===== src/rtl/demux_scan_seq8.sv =====
// Serialises an accepted 8-bit word onto a 1:8 demux, one channel at a time, with a programmable hold.
// Optional SCAN_MASK_EN adds Chan_mask so that only the channels whose mask bit is set are visited.
module demux_scan_seq8 #(
  parameter int HOLD_CYCLES = 1
) (
  input  logic       Clk,
  input  logic       Reset_n,
  input  logic [7:0] Data_in,
`ifdef SCAN_MASK_EN
  input  logic [7:0] Chan_mask,
`endif
  input  logic       Data_valid,
  output logic       Data_ready,
  output logic       Serial_out,
  output logic [2:0] Sel,
  output logic       Enable,
  output logic       Busy,
  output logic       Frame_done
);

  typedef enum logic {IDLE = 1'b0, SCAN = 1'b1} state_t;

  localparam logic [7:0] HOLD_LAST = 8'(HOLD_CYCLES - 1);

  state_t     state_reg, state_next;
  logic [7:0] data_reg, data_next;
  logic [2:0] chan_reg, chan_next;
  logic [7:0] hold_reg, hold_next;
  logic       done_reg, done_next;
  logic       serial_reg, serial_next;
  logic [7:0] scan_mask;
  logic [7:0] accept_mask;
  logic [3:0] first_hit;
  logic [3:0] next_hit;

  // Returns {found, index} for the lowest set mask bit at or above lo.
  function automatic logic [3:0] find_chan(input logic [7:0] m, input int lo);
    logic [3:0] r;
    r = 4'b0000;
    for (int i = 7; i >= 0; i--) begin
      if (m[i] && (i >= lo)) r = {1'b1, 3'(i)};
    end
    return r;
  endfunction

`ifdef SCAN_MASK_EN
  logic [7:0] mask_reg, mask_next;

  always_ff @(posedge Clk or negedge Reset_n) begin
    if (!Reset_n) mask_reg <= 8'h00;
    else          mask_reg <= mask_next;
  end

  assign scan_mask   = mask_reg;
  assign accept_mask = Chan_mask;
`else
  assign scan_mask   = 8'hFF;
  assign accept_mask = 8'hFF;
`endif

  assign first_hit = find_chan(accept_mask, 0);
  assign next_hit  = find_chan(scan_mask, int'(chan_reg) + 1);

  always_ff @(posedge Clk or negedge Reset_n) begin
    if (!Reset_n) begin
      state_reg  <= IDLE;
      data_reg   <= 8'h00;
      chan_reg   <= 3'd0;
      hold_reg   <= 8'h00;
      done_reg   <= 1'b0;
      serial_reg <= 1'b0;
    end else begin
      state_reg  <= state_next;
      data_reg   <= data_next;
      chan_reg   <= chan_next;
      hold_reg   <= hold_next;
      done_reg   <= done_next;
      serial_reg <= serial_next;
    end
  end

  always_comb begin
    state_next = state_reg;
    data_next  = data_reg;
    chan_next  = chan_reg;
    hold_next  = hold_reg;
    done_next  = 1'b0;
`ifdef SCAN_MASK_EN
    mask_next  = mask_reg;
`endif
    case (state_reg)
      IDLE: begin
        if (Data_valid) begin
          data_next = Data_in;
          hold_next = 8'h00;
`ifdef SCAN_MASK_EN
          mask_next = Chan_mask;
`endif
          if (first_hit[3]) begin
            chan_next  = first_hit[2:0];
            state_next = SCAN;
          end else begin
            // Empty mask: the frame is complete without presenting any channel.
            done_next = 1'b1;
          end
        end
      end
      SCAN: begin
        if (hold_reg == HOLD_LAST) begin
          hold_next = 8'h00;
          if (next_hit[3]) begin
            chan_next = next_hit[2:0];
          end else begin
            chan_next  = 3'd0;
            state_next = IDLE;
            done_next  = 1'b1;
          end
        end else begin
          hold_next = hold_reg + 8'd1;
        end
      end
      default: state_next = IDLE;
    endcase
  end

  // Serial_out is registered from the next-state values so it toggles only at clock edges.
  always_comb begin
    serial_next = 1'b0;
    if (state_next == SCAN) serial_next = data_next[chan_next];
  end

  assign Data_ready = (state_reg == IDLE);
  assign Busy       = (state_reg == SCAN);
  assign Enable     = (state_reg == SCAN);
  assign Sel        = chan_reg;
  assign Serial_out = serial_reg;
  assign Frame_done = done_reg;

endmodule

===== config.mk =====
export PLATFORM = sky130hd
export DESIGN_NAME = demux_scan_seq8
export DESIGN_NICKNAME = d
export VERILOG_FILES = /design/src/rtl/demux_scan_seq8.sv
export SDC_FILE = /design/constraint.sdc
export NUM_CORES = 1
export LEC_CHECK = 0
export CAP_MARGIN = 30
export CORE_UTILIZATION = 40
export CTS_CLUSTER_DIAMETER = 30
export DETAILED_ROUTE_END_ITERATION = 8
export GPL_ROUTABILITY_DRIVEN = 1
export HOLD_SLACK_MARGIN = 0.12
export SLEW_MARGIN = 40
export SYNTH_ARGS = -nofsm -noshare
export SYNTH_HDL_FRONTEND = slang
export SYNTH_SLANG_ARGS = --single-unit
export TNS_END_PERCENT = 1

===== constraint.sdc =====
create_clock -name Clk -period 5.7 [get_ports Clk]
set_input_delay 1.14 -clock Clk [delete_from_list [all_inputs] [get_ports Clk]]
set_output_delay 1.14 -clock Clk [all_outputs]
set_load 0.01 [all_outputs]

==> impl_metrics.toml <==
[clocking]
cts-htree-levels = 1
clkLatencyLatePin_ns = 0.31
numCtsBuffers = 3
clk_pin_slew_ns = 0.12
clock_path_buffers = 2
holdBufCountCts = 0
cts_setup_buffers = 0
root_buffer = "clkbuf_4"
tritoncts = "done"
cts_sinks = 22
cts_resized = 0

[pwr]
p_per_area_nw_per_um2 = 406
p_leak_nw = 0.623
power.total_mw = 0.560
irDropWorstVdd_mv = 0.279

[logic_synthesis]
yosys-top-cells-area = "dfrtp_1, mux2_2, o21ai_0"
synthFlopType = "dfrtp_1"
ys_warn_count = 0
yosys.area.top_type = "dfrtp_1"
synth_cell_types = 33
synth_area_per_cell_um2 = 10.7
synthesis.area_um2 = 1150
async_flop_share_pct = 100
yosysTopAreaCellShare_pct = 47.9
ys_seq_area_share_pct = 47.9
syn_nets = 122
synth_edf_count = 0
syn_inst = 107
synth_seq_cells = 22

[final_layout]
final_common_cell = "dfrtp_1"
fillerInstances = 250
antenna_cells = 0
drive_gt1_share_pct = 16.0
final_nets = 141
final_cell_mix = "dfrtp_1, clkdlybuf4s50_1, o21ai_0"
area_delta_synth_final_pct = 20.1

[timing]
fin_setup_tns_ns = 0
setup_ws_ns = 2.81
rsz0062_at_grt = "no"
setup_viol = 0
skew_ns = 0.00140
fin_crit_sh_pct = 50.7
worstMarginPinSlew_ns = 0.719
slew_viol_final = 0
period_needed_ns = 2.89
hold_viol_final = 0
slew_headroom_pct = 51.9
fmax_mhz = 346

[setup_path]
worstPathCellList = "clkdlybuf4s50_1 -> nor2b_2 -> nor2_1 -> mux2i_2 -> mux2i_1 -> o22ai_1 -> o31a_1"
worstSetupPathType = "in2reg"
worstPathMaxFanout = 9
reg2reg_slack_ns = 3.41
slowest_stage = "clkdlybuf4s50_1"
crit_path_max_incr_delay_ns = 0.47
reg2reg_depth = 8
r2r-start = "hold_reg[0]$_DFFE_PN0P_"
reg2reg_to = "Serial_out$_DFF_PN0_"
start_kind = "primary input"
end_kind = "flip-flop"
crit_arrival_ns = 3.10
cp.required_ns = 5.91
cp-startpoint = "Data_valid"

[routing]
wl_mm = 2.19
firstDrtPassIters = 4
viasPerCell = 5.42
vias = 846
routedWlPerCell_um = 14.1
drc = 0
drt_iter0_drc = 16
antenna_left = 0

[global_route]
grt_max_degree = 23
grt_antenna_before_repair = 0
overflow = 0
grt_usage_pct = 16.3
grt_pass1_wl_mm = 3.97
first_global_vias = 834

[die]
die_h_um = 55.6
io_pins = 19
die_area_um2 = 3090
num_rows = 19
die_width_um = 55.6
core_area_um2 = 2730
start_util_pct = 42.1

[placed_design]
pre_cts_ws_ns = 2.20
dp_hpwl_mm = 1.61
place_congestion = 0.751
io_buffers = 18

[worst_hold_path]
min-delay-start = "data_reg[2]$_DFF_PN0_"
worstHoldPathCells = 1
holdPathEnd = "data_reg[2]$_DFF_PN0_"
hold_path_class = "reg2reg"

[outcome]
outcome = "finished, final reports clean"

[flow_run]
max_cap_violations = 0
## Yosys cell counts (2+ instances only)
cell	count
dfrtp_1	22
mux2i_1	4
nand2b_1	2
and2_1	3
a31oi_1	2
nand4_1	2
nand2_1	8
mux2_2	8
o21ai_0	11
ha_1	4
and3_1	6
nor2_1	8
inv_1	6
buf_2	2
## critical path: cells and delay by family
| family | cells | cell delay [ns] |
|---|---|---|
| buf+inv | 1 | 0.47 |
| simple gates | 2 | 0.52 |
| mux | 2 | 0.62 |
| compound gates | 2 | 0.34 |
## through the flow
stage	area, um^2	util [%]	hold slack [ns]	cells
after floorplan	1150	-	0.472	107
after global placement	1350	49.3	0.487	152
after detailed placement	1340	49.1	0.489	152
after CTS	1380	50.4	0.519	156
after global routing	1380	50.5	0.528	156
final	1380	50.5	0.515	156
## per-layer routing
metal  wire length (um)  GRT usage, %
met1               1120          22.9
met2                954          25.0
met3                 69          2.56
met4                 47          7.50
met5                  0             0
## layout make-up
cell class	instances	area (um^2)	area share, %
Sequential cell	22	551	39.9
Timing Repair Buffer	18	175	12.7
Inverter	6	22.5	1.63
Multi-Input combinational cell	75	558	40.4
Tap cell	31	38.8	2.81
Clock buffer	4	36.3	2.63
## kinds of logic (layout without fill, tap and decap cells)
kind of cell,after synthesis,in the layout,synth area share [%]
fa+ha+maj,4,4,4.35
xor+xnor,1,1,0.762
compound gates,21,21,11.9
flops,22,22,47.9
mux,13,13,12.5
simple gates,36,36,18.8
buf+inv,10,28,3.81
## how the worst max path moves through the flow
| stage | end | slack, ns | cells past startpoint |
|---|---|---|---|
| global route | Serial_out$_DFF_PN0_ | 2.65 | 7 |
| floorplan | Serial_out$_DFF_PN0_ | 3.24 | 7 |
| finish | Serial_out$_DFF_PN0_ | 2.81 | 7 |
| global placement | Serial_out$_DFF_PN0_ | 2.32 | 7 |
| CTS | Serial_out$_DFF_PN0_ | 2.54 | 7 |
| detailed placement | Serial_out$_DFF_PN0_ | 2.20 | 7 |
## report_power, final
part,leakage (nW),switching (mW),internal (mW)
combinational,0.330,0.101,0.116
clock,0.0210,0.0478,0.0390
sequential,0.271,0.0555,0.201
Power figures use the tool's default switching activity.
